==> src/rtl/i2s_tx_fifo_pkg.sv <==
// Shared types and helpers for the I2S transmitter with input FIFO.
package i2s_pkg;

    typedef enum logic {
        IDLE = 1'b0,
        RUN  = 1'b1
    } i2s_state_t;

    localparam logic MODE_I2S = 1'b0;
    localparam logic MODE_LJ  = 1'b1;

    // Width of the frame bit index that counts 0 .. 2*slot_w-1
    function automatic int unsigned bit_cnt_w(input int unsigned slot_w);
        return $clog2(2 * slot_w);
    endfunction

endpackage

==> src/rtl/i2s_tx_fifo_if.sv <==
// Stereo frame stream into the transmitter: valid/ready handshake.
interface i2s_tx_fifo_if #(
    parameter int unsigned DATA_W = 16
) ();
    logic [2*DATA_W-1:0] s_data;
    logic                s_valid;
    logic                s_ready;

    modport master (output s_data, output s_valid, input s_ready);
    modport slave  (input s_data, input s_valid, output s_ready);
endinterface

==> src/rtl/i2s_tx_fifo_sync_fifo.sv <==
// Single-clock FIFO with occupancy count; read data is the head entry (show-ahead).
module sync_fifo
    import i2s_pkg::*;
#(
    parameter int unsigned WIDTH = 32,
    parameter int unsigned DEPTH = 4
) (
    input  logic                           clk,
    input  logic                           rst,
    input  logic                           push,
    input  logic                           pop,
    input  logic [WIDTH-1:0]               wdata,
    output logic [WIDTH-1:0]               rdata,
    output logic                           full,
    output logic                           empty,
    output logic [$clog2(DEPTH+1)-1:0]     level
);
    localparam int unsigned PTR_W = $clog2(DEPTH);
    localparam int unsigned LVL_W = $clog2(DEPTH + 1);

    logic [WIDTH-1:0] mem [DEPTH];
    logic [PTR_W-1:0] wr_ptr;
    logic [PTR_W-1:0] rd_ptr;
    logic             push_ok;
    logic             pop_ok;

    assign full    = (level == LVL_W'(DEPTH));
    assign empty   = (level == '0);
    assign push_ok = push && !full;
    assign pop_ok  = pop && !empty;
    assign rdata   = mem[rd_ptr];

    // Storage array; contents are don't-care until written
    always_ff @(posedge clk) begin
        if (push_ok) begin
            mem[wr_ptr] <= wdata;
        end
    end

    // Pointers wrap naturally because DEPTH is a power of two
    always_ff @(posedge clk or negedge rst) begin
        if (!rst) begin
            wr_ptr <= '0;
            rd_ptr <= '0;
            level  <= '0;
        end else begin
            if (push_ok) begin
                wr_ptr <= wr_ptr + 1'b1;
            end
            if (pop_ok) begin
                rd_ptr <= rd_ptr + 1'b1;
            end
            if (push_ok && !pop_ok) begin
                level <= level + 1'b1;
            end else if (pop_ok && !push_ok) begin
                level <= level - 1'b1;
            end
        end
    end

endmodule

==> src/rtl/i2s_tx_fifo.sv <==
// I2S / left-justified stereo transmitter fed from a frame FIFO.
module i2s_tx_fifo
    import i2s_pkg::*;
#(
    parameter int unsigned DATA_W     = 16,
    parameter int unsigned SLOT_W     = 32,
    parameter int unsigned CLK_DIV    = 4,
    parameter int unsigned FIFO_DEPTH = 4
) (
    input  logic                                 clk,
    input  logic                                 rst,
    i2s_tx_fifo_if.slave                         s,
    input  logic                                 enable,
    input  logic                                 mode,
    input  logic                                 mute,
    output logic                                 SCLK,
    output logic                                 WS,
    output logic                                 SD,
    output logic                                 underflow,
    output logic [$clog2(FIFO_DEPTH+1)-1:0]      fifo_level
);
    localparam int unsigned FRAME_W = 2 * DATA_W;
    localparam int unsigned BIT_W   = bit_cnt_w(SLOT_W);
    localparam int unsigned DIV_W   = (CLK_DIV > 1) ? $clog2(CLK_DIV) : 1;
    localparam logic [BIT_W-1:0] LAST_BIT = BIT_W'(2 * SLOT_W - 1);
    localparam logic [DIV_W-1:0] DIV_LAST = DIV_W'(CLK_DIV - 1);

    i2s_state_t         state;
    logic [DIV_W-1:0]   div_cnt;
    logic [BIT_W-1:0]   bit_cnt;
    logic [FRAME_W-1:0] frame;
    logic               mode_r;

    logic               fifo_full;
    logic               fifo_empty;
    logic [FRAME_W-1:0] fifo_rdata;
    logic               push;
    logic               pop;

    logic               falling;
    logic               wrap;
    logic               load;
    logic [BIT_W-1:0]   next_bit;
    logic [FRAME_W-1:0] new_frame;
    logic [FRAME_W-1:0] frame_eff;
    logic               mode_eff;

    assign s.s_ready = !fifo_full;
    assign push      = s.s_valid && !fifo_full;

    sync_fifo #(
        .WIDTH (FRAME_W),
        .DEPTH (FIFO_DEPTH)
    ) u_fifo (
        .clk   (clk),
        .rst   (rst),
        .push  (push),
        .pop   (pop),
        .wdata (s.s_data),
        .rdata (fifo_rdata),
        .full  (fifo_full),
        .empty (fifo_empty),
        .level (fifo_level)
    );

    // Left-justified stream bit for frame bit index b
    function automatic logic lj_bit(input logic [FRAME_W-1:0] f, input int unsigned b);
        int unsigned       p;
        logic [DATA_W-1:0] chan;
        logic [DATA_W-1:0] sh;
        p    = b % SLOT_W;
        chan = (b >= SLOT_W) ? f[DATA_W-1:0] : f[FRAME_W-1:DATA_W];
        sh   = chan >> (DATA_W - 1 - p);
        return (p < DATA_W) ? sh[0] : 1'b0;
    endfunction

    // Edge detection, frame-load decision and next-bit selection
    always_comb begin
        falling   = (state == RUN) && enable && (div_cnt == DIV_LAST) && SCLK;
        wrap      = falling && (bit_cnt == LAST_BIT);
        load      = ((state == IDLE) && enable) || wrap;
        pop       = load && !fifo_empty;
        next_bit  = wrap ? '0 : bit_cnt + 1'b1;
        new_frame = (!fifo_empty && !mute) ? fifo_rdata : '0;
        frame_eff = wrap ? new_frame : frame;
        mode_eff  = wrap ? mode : mode_r;
    end

    // Control FSM with registered serial outputs.
    // The I2S one-bit delay reuses the held frame: the bit sent after a falling
    // edge is the LJ bit of the index just left, taken before the frame reloads.
    always_ff @(posedge clk or negedge rst) begin
        if (!rst) begin
            state     <= IDLE;
            div_cnt   <= '0;
            bit_cnt   <= '0;
            frame     <= '0;
            mode_r    <= MODE_I2S;
            SCLK      <= 1'b0;
            WS        <= 1'b0;
            SD        <= 1'b0;
            underflow <= 1'b0;
        end else begin
            case (state)
                IDLE: begin
                    div_cnt <= '0;
                    bit_cnt <= '0;
                    SCLK    <= 1'b0;
                    WS      <= 1'b0;
                    if (enable) begin
                        state     <= RUN;
                        frame     <= new_frame;
                        mode_r    <= mode;
                        SD        <= (mode == MODE_LJ) ? lj_bit(new_frame, 0) : 1'b0;
                        underflow <= fifo_empty;
                    end else begin
                        frame     <= '0;
                        SD        <= 1'b0;
                        underflow <= 1'b0;
                    end
                end
                RUN: begin
                    underflow <= 1'b0;
                    if (!enable) begin
                        state   <= IDLE;
                        div_cnt <= '0;
                        bit_cnt <= '0;
                        frame   <= '0;
                        SCLK    <= 1'b0;
                        WS      <= 1'b0;
                        SD      <= 1'b0;
                    end else if (div_cnt == DIV_LAST) begin
                        div_cnt <= '0;
                        SCLK    <= !SCLK;
                        if (falling) begin
                            bit_cnt <= next_bit;
                            WS      <= (32'(next_bit) >= SLOT_W);
                            SD      <= (mode_eff == MODE_LJ) ? lj_bit(frame_eff, 32'(next_bit))
                                                             : lj_bit(frame, 32'(bit_cnt));
                            if (wrap) begin
                                frame     <= new_frame;
                                mode_r    <= mode;
                                underflow <= fifo_empty;
                            end
                        end
                    end else begin
                        div_cnt <= div_cnt + 1'b1;
                    end
                end
                default: state <= IDLE;
            endcase
        end
    end

endmodule

==> src/flat_wrapper.sv <==
// flat-port wrapper written by rule: the top's interface ports become plain ports
module i2s_tx_fifo_flat import i2s_pkg::*;
#(
    parameter int unsigned DATA_W     = 16,
    parameter int unsigned SLOT_W     = 32,
    parameter int unsigned CLK_DIV    = 4,
    parameter int unsigned FIFO_DEPTH = 4
)
  (clk, rst, enable, mode, mute, SCLK, WS, SD, underflow, fifo_level, s_s_data, s_s_valid, s_s_ready);
  i2s_tx_fifo_if #(.DATA_W(DATA_W)) s_i ();
  input  logic clk;
  input  logic rst;
  input  logic enable;
  input  logic mode;
  input  logic mute;
  output logic SCLK;
  output logic WS;
  output logic SD;
  output logic underflow;
  output logic [$clog2(FIFO_DEPTH+1)-1:0] fifo_level;
  input wire logic [$bits(s_i.s_data)-1:0] s_s_data;
  input wire logic [$bits(s_i.s_valid)-1:0] s_s_valid;
  output wire logic [$bits(s_i.s_ready)-1:0] s_s_ready;
  assign s_i.s_data = s_s_data;
  assign s_i.s_valid = s_s_valid;
  assign s_s_ready = s_i.s_ready;
  i2s_tx_fifo #(.DATA_W(DATA_W), .SLOT_W(SLOT_W), .CLK_DIV(CLK_DIV), .FIFO_DEPTH(FIFO_DEPTH)) u_core (.clk(clk), .rst(rst), .s(s_i), .enable(enable), .mode(mode), .mute(mute), .SCLK(SCLK), .WS(WS), .SD(SD), .underflow(underflow), .fifo_level(fifo_level));
endmodule
==> config.mk <==
export PLATFORM = sky130hd
export DESIGN_NAME = i2s_tx_fifo_flat
export DESIGN_NICKNAME = d
export VERILOG_FILES = /design/src/rtl/i2s_tx_fifo_pkg.sv /design/src/rtl/i2s_tx_fifo_if.sv /design/src/rtl/i2s_tx_fifo_sync_fifo.sv /design/src/rtl/i2s_tx_fifo.sv /design/src/flat_wrapper.sv
export SDC_FILE = /design/constraint.sdc
export NUM_CORES = 1
export LEC_CHECK = 0
export CORE_MARGIN = 2
export CORE_UTILIZATION = 45
export DETAILED_ROUTE_END_ITERATION = 7
export GPL_TIMING_DRIVEN = 0
export PLACE_DENSITY = 0.63
export RECOVER_POWER = 50
export SLEW_MARGIN = 20
export SYNTH_ARGS = -nofsm -noshare
export SYNTH_HDL_FRONTEND = slang
export SYNTH_SLANG_ARGS = --single-unit
==> constraint.sdc <==
create_clock -name clk -period 4.9 [get_ports clk]
set_input_delay 0.98 -clock clk [delete_from_list [all_inputs] [get_ports clk]]
set_output_delay 0.98 -clock clk [all_outputs]
set_load 0.05 [all_outputs]
=== Word-level counts from Yosys, hierarchy flattened ===
Memory sizes are Yosys's and may differ from the RTL's.
Index checks and enable logic that the tools add are counted.

* RAM bits: 128
* Output and inout bits: 8
* Input port bits: 38
* Logic and storage cells: 110
* Memories kept: 1
* Register bits after elaboration: 53

{| class="wikitable"
|+ Memories
! name !! depth !! width !! rd ports !! clocked after memory_dff !! write ports !! line !! text
|-
| u_core.u_fifo.mem || 4 || 32 || 1 || 0 || 1 || i2s_tx_fifo_sync_fifo.sv:21 || <nowiki>logic [WIDTH-1:0] mem [DEPTH];</nowiki>
|}

* Bitwise logic cells: 1
* Muxes and demuxes: 50
* Eq/ne operators: 9
* Reductions and logical operators: 23
* Magnitude comparators: 4
* Shifts and indexed selects: 2
* $add $sub $neg: 8

{| class="wikitable"
|+ Operators by type and width
! cell !! number
|-
| $mux W32 || 6
|-
| $pmux W32 S2 || 1
|-
| $shr A16 B32 Y1 || 2
|-
| $mux W16 || 2
|-
| $mux W1 || 26
|-
| $mux W6 || 4
|-
| $ge A6 B6 Y1 const B || 2
|-
| $logic_and A1 B1 Y1 || 12
|-
| $pmux W6 S2 || 1
|-
| $sub A4 B5 Y6 const A || 2
|-
| $lt A5 B5 Y1 const B || 2
|-
| $pmux W1 S2 || 5
|-
| $ne A2 B2 Y1 const B || 4
|-
| $add A2 B1 Y2 const B || 3
|-
| $add A6 B1 Y6 const B || 1
|-
| $eq A6 B6 Y1 const B || 1
|-
| $logic_not A1 Y1 || 6
|-
| $mux W3 || 2
|-
| $ne A3 B3 Y1 const B || 2
|-
| $mux W2 || 2
|-
| $pmux W2 S2 || 1
|-
| $reduce_and A4 Y1 || 1
|-
| $add A3 B1 Y3 const B || 1
|-
| $eq A3 B3 Y1 const B || 1
|-
| 7 further kinds || 7
|}

=== Logic depth before layout (Yosys ltp) ===
* Word-level depth: 14
* Mapped depth: 12
* Depth with buffers taken out: 12

=== Hierarchy ===
From an unflattened synthesis, not the netlist that was laid out.

* Cells, all modules: 536
* Area total of the unflattened synthesis: 8085.3 µm²

{| class="wikitable"
|+ By module, submodules not included
! module !! times used !! cells an instance !! area an instance (µm²) !! seq. area each (µm²)
|-
| sync_fifo || 1 || 204 || 5094.9 || 4018.9
|-
| i2s_tx_fifo || 1 || 332 || 2990.4 || 1151.1
|}

=== Worst setup path after synthesis ===
No wires, ideal clock.

* Path type: input-to-reg
* From: input enable
* To: register u_core.u_fifo.level[1]
* Required time: 4.775 ns
* Arrival: 2.662 ns
* Library setup time: 0.125 ns
* Stages on the path: 9
* Path buffers: 0
* Slack: 2.113 ns
* Cells stage by stage: nand4_2 nor3_2 a21oi_1 nor2_1 inv_1 ha_1 inv_1 fa_1 mux2_2

* Word-level cells in the longest chain between the ends: 10
* Elaborated cells on any way between the ends: 13
* Those cells by class: mux: 1; reduce/logical: 12

{| class="wikitable"
|+ Ends and longest elaborated chain
! what !! line !! text
|-
| start, declared || flat_wrapper.sv:13 || <nowiki>input logic enable;</nowiki>
|-
| $logic_and A1 B1 Y1 (3 in a row) || i2s_tx_fifo.sv:79 || <nowiki>falling = (state == RUN) && enable && (div_cnt == DIV_LAST) && SCLK;</nowiki>
|-
| $logic_and A1 B1 Y1 || i2s_tx_fifo.sv:80 || <nowiki>wrap = falling && (bit_cnt == LAST_BIT);</nowiki>
|-
| $logic_or A1 B1 Y1 (*) || i2s_tx_fifo.sv:81 || <nowiki>load = ((state == IDLE) && enable) || wrap;</nowiki>
|-
| $logic_and A1 B1 Y1 (*) || i2s_tx_fifo.sv:82 || <nowiki>pop = load && !fifo_empty;</nowiki>
|-
| $logic_and A1 B1 Y1 (*) || i2s_tx_fifo_sync_fifo.sv:30 || <nowiki>assign pop_ok = pop && !empty;</nowiki>
|-
| $logic_not A1 Y1 || i2s_tx_fifo_sync_fifo.sv:53 || <nowiki>if (push_ok && !pop_ok) begin</nowiki>
|-
| $logic_and A1 B1 Y1 || i2s_tx_fifo_sync_fifo.sv:53 ||
|-
| $mux W3 / $reduce_bool A2 Y1 (equally long branches) || -- ||
|-
| end signal, assigned || i2s_tx_fifo_sync_fifo.sv:54 || <nowiki>level <= level + 1'b1;</nowiki>
|-
| end signal, assigned || i2s_tx_fifo_sync_fifo.sv:56 || <nowiki>level <= level - 1'b1;</nowiki>
|-
| end, declared || i2s_tx_fifo_sync_fifo.sv:16 || <nowiki>output logic [$clog2(DEPTH+1)-1:0] level</nowiki>
|}

Every way passes the cells marked *; elsewhere a longest branch is shown, timed or not.
A chain may end at the register's enable or synchronous reset.

=== Worst setup path after layout ===
Ends and elaborated chain as after synthesis.

==> flow_summary.yaml <==
clocking:
  cts_setup_buffers: 0
  cts_buffers: 17
  holdBufCountCts: 0
  cts_num_sinks: 181
  clk_pin_slew_ps: 70
  cts_tree: "done"
  clockBufferDepth: 2
  ctsResizeCount: 0
  cts_root_buf: "clkbuf_16"
  clk_latency_ps: 430
  cts_max_level: 4
yosys:
  ys_warn_count: 0
  syn_area_per_cell_um2: 17.2
  synth_top_cell_by_area: "edfxtp_1"
  synth-async-reset-ratio: 0.293
  synth_top_area_share: 0.500
  yosysMostFrequentCell: "edfxtp_1"
  synth_area_leaders: "edfxtp_1, dfrtp_1, mux4_2"
  ys_ff_latch: 181
  netlist_instances: 448
  syn-num-nets: 495
  netlist_area_um2: 7690
  yosys.cell_types.count: 59
  synth_common_cells: "edfxtp_1, dfrtp_1, mux4_2"
  ys.flop_type: "edfxtp_1"
  yosysSeqAreaShare: 0.672
  synth_edf_count: 128
floorplanning:
  ios: 46
  dieWidth_um: 135
  die_area_um2: 18100
  row_count: 47
  die_y_um: 135
  initial_core_util: 0.462
  coreArea_um2: 16600
power_and_ir_drop:
  powerDensity_nw_per_um2: 493
  swShare: 0.292
  power.switching_mw: 1.30
  p_int_mw: 3.16
  fin_total_pwr_mw: 4.47
  irDropWorstVdd_mv: 0.298
  seqPwrFrac: 0.462
  power_frac_clock: 0.294
  power_frac_comb: 0.244
  p_leak_nw: 3.28
placed_design:
  gp_congestion: 0.915
  dp_worst_setup_slack_ps: 701
  hpwl_um: 11100
  dpl_cell_area_um2: 8500
  numPortBuffers: 45
worst_setup_path:
  worstSetupStartpoint: "enable"
  critical_path_arrival_ps: 4140
  critPathKind: "input port to register"
  cp_max_fo: 9
  worstSetupEndpointType: "register"
  cp-start-kind: "input port"
  required_ps: 5220
  reg2reg_from: "u_core.bit_cnt[1]"
timing:
  finClkSkew_ps: 8.67
  tns_ps: 0
  max_freq_mhz: 262
  setup_viol_count_final: 0
  fin_hold_ws_ps: 446
  tightest_slew_ps: 2890
  fin_ws_ps: 1080
  slew_viol_final: 54
  rsz0062_at_grt: "no"
  slew_headroom: -0.929
  finalHoldViolations: 0
  timing.final.crit_share: 0.779
  period_minus_slack_ps: 3820
drt:
  firstDrtPassIters: 4
  routedWlPerCell_um: 21.6
  routed_wl_um: 16100
  ant_nets: 0
  viasPerCell: 5.74
  vias: 4300
  drt_iter0_markers: 212
  drcViolationCount: 0
grt:
  gr-usage-all-layers: 0.189
  antenna_found_initial: 0
  grt_first_pass_wirelength_um: 25000
  overflow: 0
  grt_pass1_vias: 4476
  grt_max_degree: 54
cells_and_area:
  finalNetCount: 563
  area_delta_synth_final_pct: 17.9
  drive_gt1_frac: 0.202
  diodes: 0
  fillCellCount: 1310
  fin_area_um2: 9070
outcome:
  violations: "capacitance limit, slew limit"
  outcome: "complete, but fails checks"
hold_path:
  hold_path.class: "register to register"
  hp-start: "u_core.div_cnt[0]"
run:
  max_cap_violations: 1
cells in the final DEF (no fill, tap or decap), types with 3 or more instances in the layout:
cell,count
clkdlybuf4s50_1,10
xor2_1,4
a22o_1,25
mux4_1,3
mux4_2,41
edfxtp_1,128
a31oi_1,4
inv_6,4
mux2i_1,6
and3_1,4
nor2_1,13
ha_1,8
nand3_1,5
clkbuf_1,12
nand2_1,29
inv_1,11
buf_12,4
o21a_1,4
dlygate4sd3_1,34
mux2_2,3
or3_1,3
buf_6,4
buf_2,6
dfrtp_1,53
o21ai_0,11
nor3_1,3
and3_2,4
clkbuf_16,17
buf_4,4
xnor2_1,5
clkinvlp_4,3
a21oi_1,14
metrics by stage:
| step | std cells | utilization |
|---|---|---|
| final | 749 | 0.545 |
| after global routing | 749 | 0.545 |
| after detailed placement | 717 | 0.511 |
| after CTS | 749 | 0.545 |
| after global placement | 713 | 0.506 |
| after floorplan | 448 | - |
power groups by stage:
stage,Clock [mW],Sequential [mW],Combinational [mW]
after floorplan,0,2.11,0.703
after global placement,0,2.10,1.06
after detailed placement,0,2.10,1.12
after CTS,1.34,2.07,1.13
after global routing,1.40,2.09,1.19
final,1.31,2.06,1.09
sequential cells by signal, summed over array words and instances, names as in the netlist:
register / count
u_core.SCLK: 1
u_core.underflow: 1
u_core.SD: 1
u_core.u_fifo.wr_ptr: 2
u_core.state: 1
u_core.u_fifo.level: 3
u_core.u_fifo.mem: 128
u_core.frame: 32
u_core.WS: 1
u_core.div_cnt: 2
u_core.u_fifo.rd_ptr: 2
u_core.bit_cnt: 6
u_core.mode_r: 1
final cells by class:
cell class                      instances  area [um2]  share of cell area
Sequential cell                       181        5170               0.570
Multi-Input combinational cell        231        2340               0.258
Timing Repair Buffer                   49         524              0.0578
Clock buffer                           18         429              0.0473
Tap cell                              220         275              0.0304
Buffer                                 25         146              0.0161
Clock inverter                         14         145              0.0160
Inverter                               11        41.3             0.00455
cell families (layout without fill, tap and decap cells):
| kind of cell | after synthesis | after routing | share of synthesized area |
|---|---|---|---|
| AOI/OAI and AO/OA | 81 | 81 | 0.0793 |
| xor gates and xnor gates | 10 | 10 | 0.0138 |
| adders and majority gates | 9 | 9 | 0.0156 |
| buffers and inverters | 36 | 117 | 0.0244 |
| DFF | 181 | 181 | 0.672 |
| muxes | 53 | 53 | 0.143 |
| and+or+nand+nor | 78 | 78 | 0.0519 |
critical path, cell delays in order:
cell and delay (ps):
dlygate4sd3_1 750, nand4_2 280, nor3_2 390, a21oi_1 300, nor2_1 400, inv_1 90, ha_1 210, inv_1 70
fa_1 400, mux2_2 260
routing by layer:
metal  track usage  wire length (um)  up-vias
met1         0.248              7170     2213
met4        0.0825               488        0
met2         0.305              7800      130
li1              -                 -     1924
met3        0.0439               691       33
met5             0                 0        -
path summary, 6_finish.rpt:
path	end	cells after the start	slack, ps
max reg2reg	u_core.u_fifo.level[1]	10	1640
max in group asynchronous	u_core.u_fifo.rd_ptr[0]	1	1780
min reg2reg	u_core.div_cnt[0]	1	450
min in group asynchronous	u_core.div_cnt[0]	1	1480
max	u_core.u_fifo.level[1]	10	1080
min	u_core.div_cnt[0]	1	450
(Power assumes the default switching activity.)
